--- src/rtl/strassen_result_serializer_if.sv ---
// strassen_result_serializer_if: parallel matrix input and per-element output handshake bundle
interface strassen_result_serializer_if #(
   parameter int W  = 8,
   parameter int OW = 16
);
   localparam int IW = 2*W+2;
   logic                 in_valid;
   logic                 in_ready;
   logic [3:0][IW-1:0]   in_cr;
   logic [3:0][IW-1:0]   in_ci;
   logic                 out_valid;
   logic                 out_ready;
   logic signed [OW-1:0] out_re;
   logic signed [OW-1:0] out_im;
   logic [1:0]           out_idx;
   logic                 out_last;
   modport master (
      output in_valid, in_cr, in_ci, out_ready,
      input  in_ready, out_valid, out_re, out_im, out_idx, out_last
   );
   modport slave (
      input  in_valid, in_cr, in_ci, out_ready,
      output in_ready, out_valid, out_re, out_im, out_idx, out_last
   );
endinterface

--- src/rtl/strassen_result_serializer.sv ---
// strassen_result_serializer: streams a 2x2 complex result matrix one narrowed element per beat
module strassen_result_serializer #(
   parameter int W   = 8,
   parameter int OW  = 16,
   parameter bit SAT = 1'b1
) (
   input  logic                          clk,
   input  logic                          rst,
   strassen_result_serializer_if.slave   bus,
   output logic                          ovf,
   input  logic                          ovf_clr
);
   localparam int IW = 2*W+2;
   localparam logic signed [IW-1:0] MAXV = {{(IW-OW+1){1'b0}}, {(OW-1){1'b1}}};
   localparam logic signed [IW-1:0] MINV = {{(IW-OW+1){1'b1}}, {(OW-1){1'b0}}};
   localparam logic [OW-1:0] MAXO = {1'b0, {(OW-1){1'b1}}};
   localparam logic [OW-1:0] MINO = {1'b1, {(OW-1){1'b0}}};

   typedef enum logic [1:0] {EMPTY, ACTIVE, FULL} state_t;

   state_t               state;
   logic [3:0][IW-1:0]   act_cr, act_ci, pend_cr, pend_ci;
   logic [1:0]           idx;
   logic                 act_valid, acc, beat, fin;
   logic signed [IW-1:0] cur_re, cur_im;

   function automatic logic out_of_range(input logic signed [IW-1:0] v);
      return v > MAXV || v < MINV;
   endfunction

   // With OW == IW the limits span the full input range, so nothing is ever out of range
   function automatic logic [OW-1:0] narrow(input logic signed [IW-1:0] v);
      return (SAT && out_of_range(v)) ? (v[IW-1] ? MINO : MAXO) : v[OW-1:0];
   endfunction

   assign act_valid     = state != EMPTY;
   assign bus.in_ready  = state != FULL;
   assign acc           = bus.in_valid && bus.in_ready;
   assign beat          = act_valid && bus.out_ready;
   assign fin           = beat && idx == 2'd3;
   assign cur_re        = act_cr[idx];
   assign cur_im        = act_ci[idx];
   assign bus.out_valid = act_valid;
   assign bus.out_re    = act_valid ? narrow(cur_re) : '0;
   assign bus.out_im    = act_valid ? narrow(cur_im) : '0;
   assign bus.out_idx   = act_valid ? idx : 2'd0;
   assign bus.out_last  = act_valid && idx == 2'd3;

   always_ff @(posedge clk) begin
      if (rst) begin
         state <= EMPTY;
         idx   <= '0;
         ovf   <= 1'b0;
      end else begin
         ovf <= (beat && (out_of_range(cur_re) || out_of_range(cur_im))) || (ovf && !ovf_clr);
         if (beat)
            idx <= idx + 2'd1;
         case (state)
            EMPTY: if (acc) begin
               act_cr <= bus.in_cr;
               act_ci <= bus.in_ci;
               state  <= ACTIVE;
            end
            ACTIVE: if (fin && !acc) begin
               state <= EMPTY;
            end else if (fin) begin
               act_cr <= bus.in_cr;
               act_ci <= bus.in_ci;
            end else if (acc) begin
               pend_cr <= bus.in_cr;
               pend_ci <= bus.in_ci;
               state   <= FULL;
            end
            // Pending promotes on the last beat so the next matrix starts without a bubble
            FULL: if (fin) begin
               act_cr <= pend_cr;
               act_ci <= pend_ci;
               state  <= ACTIVE;
            end
            default: state <= EMPTY;
         endcase
      end
   end
endmodule

--- src/flat_wrapper.sv ---
// flat-port wrapper written by rule: the top's interface ports become plain ports
module strassen_result_serializer_flat 
#(
   parameter int W   = 8,
   parameter int OW  = 16,
   parameter bit SAT = 1'b1
)
  (clk, rst, ovf, ovf_clr, bus_in_valid, bus_in_cr, bus_in_ci, bus_out_ready, bus_in_ready, bus_out_valid, bus_out_re, bus_out_im, bus_out_idx, bus_out_last);
  strassen_result_serializer_if #(.W(W), .OW(OW)) bus_i ();
  input  logic clk;
  input  logic rst;
  output logic ovf;
  input  logic ovf_clr;
  input wire logic [$bits(bus_i.in_valid)-1:0] bus_in_valid;
  input wire logic [$bits(bus_i.in_cr)-1:0] bus_in_cr;
  input wire logic [$bits(bus_i.in_ci)-1:0] bus_in_ci;
  input wire logic [$bits(bus_i.out_ready)-1:0] bus_out_ready;
  output wire logic [$bits(bus_i.in_ready)-1:0] bus_in_ready;
  output wire logic [$bits(bus_i.out_valid)-1:0] bus_out_valid;
  output wire logic [$bits(bus_i.out_re)-1:0] bus_out_re;
  output wire logic [$bits(bus_i.out_im)-1:0] bus_out_im;
  output wire logic [$bits(bus_i.out_idx)-1:0] bus_out_idx;
  output wire logic [$bits(bus_i.out_last)-1:0] bus_out_last;
  assign bus_i.in_valid = bus_in_valid;
  assign bus_i.in_cr = bus_in_cr;
  assign bus_i.in_ci = bus_in_ci;
  assign bus_i.out_ready = bus_out_ready;
  assign bus_in_ready = bus_i.in_ready;
  assign bus_out_valid = bus_i.out_valid;
  assign bus_out_re = bus_i.out_re;
  assign bus_out_im = bus_i.out_im;
  assign bus_out_idx = bus_i.out_idx;
  assign bus_out_last = bus_i.out_last;
  strassen_result_serializer #(.W(W), .OW(OW), .SAT(SAT)) u_core (.clk(clk), .rst(rst), .bus(bus_i), .ovf(ovf), .ovf_clr(ovf_clr));
endmodule
--- config.mk ---
export PLATFORM = sky130hd
export DESIGN_NAME = strassen_result_serializer_flat
export DESIGN_NICKNAME = d
export VERILOG_FILES = /design/src/rtl/strassen_result_serializer_if.sv /design/src/rtl/strassen_result_serializer.sv /design/src/flat_wrapper.sv
export SDC_FILE = /design/constraint.sdc
export NUM_CORES = 1
export LEC_CHECK = 0
export BUFFER_PORTS_ARGS = -buffer_cell sky130_fd_sc_hd__buf_2
export CAP_MARGIN = 10
export CORE_MARGIN = 2
export CORE_UTILIZATION = 52
export CTS_CLUSTER_SIZE = 10
export DETAILED_ROUTE_END_ITERATION = 6
export GPL_ROUTABILITY_DRIVEN = 0
export MAX_ROUTING_LAYER = met4
export PLACE_DENSITY = 0.74
export SYNTH_ARGS = -nofsm -noshare
export SYNTH_HDL_FRONTEND = slang
export SYNTH_SLANG_ARGS = --single-unit
--- constraint.sdc ---
create_clock -name clk -period 18.8 [get_ports clk]
set_input_delay 3.76 -clock clk [delete_from_list [all_inputs] [get_ports clk]]
set_output_delay 3.76 -clock clk [all_outputs]
set_load 0.05 [all_outputs]
# ---- Word level (Yosys, flattened, before mapping)
# Cells that the tools add are included.
dict set report classes {
  bitwise 3
  n_mux 27
  reduce_logical 19
  n_eq_ne 10
  addsub 1
  magnitude_cmp 5
}
# operator count
set op_table {}
lappend op_table {{72-bit 2-to-1 mux} 8}
lappend op_table {{72-bit case mux with 3 select lines} 2}
lappend op_table {{16-bit 2-to-1 mux} 6}
lappend op_table {{18-bit binary-select mux with 2-bit select} 2}
lappend op_table {{18-bit by 16-bit > comparator with 1-bit output (second input constant)} 2}
lappend op_table {{18-bit by 16-bit < comparator with 1-bit output (second input constant)} 2}
lappend op_table {{18-bit 2-to-1 mux} 2}
lappend op_table {{2-bit 2-to-1 mux} 6}
lappend op_table {{1-bit logical AND} 7}
lappend op_table {{2-bit by 1-bit != test with 1-bit output (second input constant)} 3}
lappend op_table {{2-bit case mux with 3 select lines} 1}
lappend op_table {{6-bit AND reduction} 1}
lappend op_table {{5-bit AND reduction} 1}
lappend op_table {{2-bit == test (second input constant)} 2}
lappend op_table {{1-bit logical OR} 4}
lappend op_table {{2-bit != test (second input constant)} 2}
lappend op_table {{4-bit AND reduction} 1}
lappend op_table {{2-bit by 3-bit < comparator with 1-bit output (second input constant)} 1}
lappend op_table {{3-bit by 1-bit != test with 1-bit output (second input constant)} 1}
lappend op_table {{3-bit != test (second input constant)} 1}
lappend op_table {{1-bit NOT} 3}
lappend op_table {{3-bit nonzero test} 1}
lappend op_table {{2-bit by 1-bit adder with 2-bit output (second input constant)} 1}
lappend op_table {{2-bit by 1-bit == test with 1-bit output (second input constant)} 1}
lappend op_table {{3 further kinds} 4}
dict set report totals {
  word_cells 84
  reg_bits 293
  inputBits 149
  out_inout_bits 38
}

# ---- Depth between registers and ports, before layout
dict set report logic_depth {
  ltp_word 7
  ltp_mapped 7
  ltp_nobuf 5
}

# ---- Worst setup path after synthesis
# Ideal clock, no wire load.
dict set report synth_path {
  path_type {input to register}
  from {in bus_in_valid}
  to {reg u_core.pend_ci[0] (netlist bit) (enable)}
  required_time_ns 17.944
  path_buffers 0
  t_arrival_ns 14.379
  path_slack_ns 3.565
  setup_time_ns 0.856
  path_stages 3
  cell_sequence {nor2b_1 -> nand2_1 -> nor3b_1}
}
dict set report synth_via {
  elab_chain_cells 5
}
# item line
set synth_lines {}
lappend synth_lines {{from (decl)} flat_wrapper.sv:14} ;# input wire logic [$bits(bus_i.in_valid)-1:0] bus_in_valid;
lappend synth_lines {{1-bit logical AND (*)} strassen_result_serializer.sv:38} ;# assign acc = bus.in_valid && bus.in_ready;
lappend synth_lines {{1-bit logical NOT} strassen_result_serializer.sv:64} ;# ACTIVE: if (fin && !acc) begin
lappend synth_lines {{1-bit logical AND} strassen_result_serializer.sv:64}
lappend synth_lines {{1-bit NOT (no source line)} -}
lappend synth_lines {{5-bit AND reduction (no source line) (*)} -}
lappend synth_lines {{to (signal assigned)} strassen_result_serializer.sv:71} ;# pend_ci <= bus.in_ci;
lappend synth_lines {{to (decl)} strassen_result_serializer.sv:22} ;# logic [3:0][IW-1:0] act_cr, act_ci, pend_cr, pend_ci;
# Mark *: on every way between the ends. The rest lies on a longest branch, timed or not.
# A chain may end at the register's enable or synchronous reset.

# ---- Final worst setup path
dict set report layout_path {
  from {reg u_core.idx[0]}
  to {out bus_out_re[1]}
}
dict set report layout_via {
  elab_chain_cells 6
  word_cells_on_any_way 8
}
# item line
set layout_lines {}
lappend layout_lines {{from (decl)} strassen_result_serializer.sv:23} ;# logic [1:0] idx;
lappend layout_lines {{from (signal assigned)} strassen_result_serializer.sv:57} ;# idx <= idx + 2'd1;
lappend layout_lines {{18-bit binary-select mux with 2-bit select (*)} strassen_result_serializer.sv:41} ;# assign cur_re = act_cr[idx];
lappend layout_lines {{18-bit 2-to-1 mux (not written as such) (*)} strassen_result_serializer.sv:41}
lappend layout_lines {{18-bit by 16-bit > comparator with 1-bit output or 18-bit by 16-bit < comparator with 1-bit output (tied branches)} strassen_result_serializer.sv:28} ;# return v > MAXV || v < MINV;
lappend layout_lines {{1-bit logical OR} strassen_result_serializer.sv:28}
lappend layout_lines {{16-bit 2-to-1 mux (*)} strassen_result_serializer.sv:33} ;# return (SAT && out_of_range(v)) ? (v[IW-1] ? MINO : MAXO) : v[OW-1:0];
lappend layout_lines {{16-bit 2-to-1 mux (*)} strassen_result_serializer.sv:44} ;# assign bus.out_re = act_valid ? narrow(cur_re) : '0;
lappend layout_lines {{to (decl)} flat_wrapper.sv:20} ;# output wire logic [$bits(bus_i.out_re)-1:0] bus_out_re;
# Mark *: on every way between the ends. The rest lies on a longest branch, timed or not. The select of a mux whose other input is x is not followed.

==> impl_metrics.toml <==
[synthesis]
synth_xor_area_frac = 0.0007368
ys_warn_count = 0
synthMuxAreaShare = 0.06905
ys_seq_area_frac = 0.7359
synthSimpleGateAreaFrac = 0.1559
synth-adder-area-share = 0.001053
synth_top_family_by_area = "simple AND/OR/NAND/NOR gates"
synth_compound_area_frac = 0.02052
syn_avg_cell_area_um2 = 13.15
syn-num-nets = 1054
syn_area_um2 = 11890
synth-seq-cells = 293
synth_cells = 904
ys_types = 27

[setup_path]
arrival_ns = 3.30
slowest_stage = "dfxtp_4"
reg2reg_depth = 8
crit_path_start_kind = "register"
reg2reg_from = "u_core.idx[1]$_SDFFE_PP0P_"
reg2reg_slack_ns = 14.86
crit_fanout = 39
crit_chain = "mux4_2 -> o21bai_2 -> a21oi_1 -> buf_2"
max_stage_delay_ns = 0.88
endpoint_kind = "primary output"
worstReg2RegEnd = "u_core.act_ci[0]$_DFFE_PP_"
required_ns = 15.04
path_class = "reg -> out"

[power_and_ir_drop]
power.leakage_uw = 0.005616
p_per_area_nw_per_um2 = 106.7
vdd_drop_max_mv = 0.06685
p_total_uw = 1502

[routing]
wl_per_cell_um = 17.58
m1WireLength_mm = 10.71
drt_iter0_drc = 606
vias = 7247
postRouteWirelength_mm = 24.51
routed.top_layer = "met4"
drcViolationCount = 0
met2WireLength_mm = 11.77
first_pass_iters = 5
post_drt_via_cell_ratio = 5.199
antenna_left = 0
dr_wl_met3_mm = 1.456

[sta]
finalCriticalPeriod_ns = 7.056
max-slew-margin-rel = 0.3257
finalSetupViolCount = 0
rsz0062_at_grt = "false"
fin_skew_ns = 0.01336
hold_slack_ns = 0.4989
setup_tns_ns = 0
fin_crit_sh = 0.3753
hold_viol = 0
max_freq_mhz = 141.7
slew_viol_final = 0
tightest_slew_ns = 1.011

[cells_and_area]
syn_to_final_growth_pct = 18.47
finalNonFillerCells = 1394
post-route-util = 0.6239
final_layout_size_suffix_gt1_frac = 0.2539
fillers = 1731
nets = 1237

[grt]
grt_start_max_net_pins = 145
grt_pass1_wl_mm = 38.05
gr-usage-all-layers = 0.2114
grt_pass1_vias = 7106
grt_overflow_total = 0
antenna_found_initial = 6

[hold_path]
hold_path_class = "reg -> reg"
min_delay_worst_endpoint = "u_core.act_cr[25]$_DFFE_PP_"
hold_start = "u_core.pend_cr[25]$_DFFE_PP_"
hold_depth = 2

[cts]
ctsResizeCount = 0
clk_latency_ns = 0.50
clockBufferDepth = 3
clock-sinks = 293
numCtsBuffers = 35
hold_buffers = 0
h-tree-depth = 2
cts_setup_buffers = 0
cts_tree = "yes"
root_buffer = "clkbuf_16"
path_clk_slew_ns = 0.05

[placement]
placed_cells = 1335
io_buffers = 186
dpl.hpwl_mm = 14.50

[floorplanning]
die_h_um = 155.2
core_area_um2 = 22570
initial_core_util = 0.5267
rows = 55
die_x_um = 155.2
die_area_um2 = 24090
ios = 187

[flow_run]
max_cap_viol_count = 0

[run_status]
status = "complete, no violations"
## how the worst max path moves through the flow
stage / start / endpoint / cells past startpoint
2_1_floorplan: bus_in_valid / u_core.pend_ci[0]$_DFFE_PP_ / 3
3_5_place_dp: u_core.idx[0]$_SDFFE_PP0P_ / bus_out_re[1] / 4
4_1_cts: u_core.idx[0]$_SDFFE_PP0P_ / bus_out_re[1] / 4
6_report: u_core.idx[0]$_SDFFE_PP0P_ / bus_out_re[1] / 4
5_1_grt: u_core.idx[0]$_SDFFE_PP0P_ / bus_out_re[1] / 4
3_3_place_gp: u_core.idx[0]$_SDFFE_PP0P_ / bus_out_re[1] / 4
## logic make-up (layout without fill, tap and decap cells)
logic type,count (synthesis),after routing
other cells,0,6
mux,37,37
fa+ha+maj,1,1
buf+inv,49,248
flops,293,293
simple gates,483,483
compound gates,40,40
xor+xnor,1,1
## placed cells by master (no fill, tap or decap), drive strengths merged
master and count:
nor2b 2, o21bai 2, diode 6, and4 1, ha 1, mux2i 1
and2 5, a221oi 1, clkbuf 51, buf 193, nand2 465, a31oi 1
xor2 1, mux4 36, nand3b 1, nor3b 1, nand2b 2, o21ba 1
edfxtp 288, o32ai 1, a21bo 2, inv 2, dfxtp 5, nand3 2
clkinv 2, nor2 4, a21oi 32
## per-layer routing
layer | GRT usage | vias up
met4 | 0.06772 | 0
met2 | 0.3263 | 229
met3 | 0.04206 | 45
met5 | - | -
met1 | 0.2884 | 3446
li1 | - | 3527
## worst max-delay path, delay by kind of cell, from the launching register on
kind | cells | cell delay, ns
compound gates | 2 | 1.01
flops | 1 | 0.88
mux | 1 | 0.62
buf+inv | 1 | 0.28
## report_power, final
group	total, uW	internal, uW	switching [uW]
Combinational	150	49.7	101
Clock	590	356	234
Sequential	762	751	11.5
Total	1500	1160	346
## synth_stat cells
library cell | n | area (um2)
nor2b_1 | 2 | 12.51
and4_4 | 1 | 11.26
buf_1 | 3 | 11.26
nor3b_1 | 1 | 7.510
buf_6 | 1 | 11.26
nand2_1 | 465 | 1745
dfxtp_1 | 5 | 100.1
o21ba_2 | 1 | 10.01
clkbuf_1 | 36 | 135.1
o21bai_2 | 2 | 22.52
o32ai_2 | 1 | 16.27
buf_2 | 7 | 35.03
and2_1 | 5 | 31.28
a21bo_2 | 2 | 20.02
nand3b_1 | 1 | 7.510
xor2_1 | 1 | 8.760
a31oi_1 | 1 | 6.260
mux4_2 | 36 | 810.8
a21oi_1 | 32 | 160.2
inv_1 | 2 | 7.510
edfxtp_1 | 288 | 8648
nor2_1 | 4 | 15.01
nand3_1 | 2 | 10.01
nand2b_1 | 2 | 12.51
a221oi_1 | 1 | 8.760
mux2i_1 | 1 | 10.01
ha_1 | 1 | 12.51
## flip-flops by register name, indices dropped and copies added, names as in the netlist
| name | cells |
|---|---|
| u_core.state | 2 |
| u_core.pend_cr | 72 |
| u_core.act_cr | 72 |
| u_core.idx | 2 |
| u_core.ovf | 1 |
| u_core.pend_ci | 72 |
| u_core.act_ci | 72 |
## area by class of cell
type,count,area [um2],share of cell area
Sequential cell,293,8753,0.6215
Multi-Input combinational cell,562,2967,0.2106
Timing Repair Buffer,193,996.0,0.07072
Clock buffer,51,978.4,0.06947
Tap cell,285,356.6,0.02532
Antenna cell,6,15.01,0.001066
Inverter,2,10.01,0.0007107
Clock inverter,2,7.507,0.0005330
## stage by stage
step,worst slack (ns),area (um2)
floorplan,3.565,11890
global placement,12.21,13080
detailed placement,12.21,13080
CTS,11.66,14070
global route,11.50,14080
finish,11.74,14080
Power figures use the tool's default switching activity.
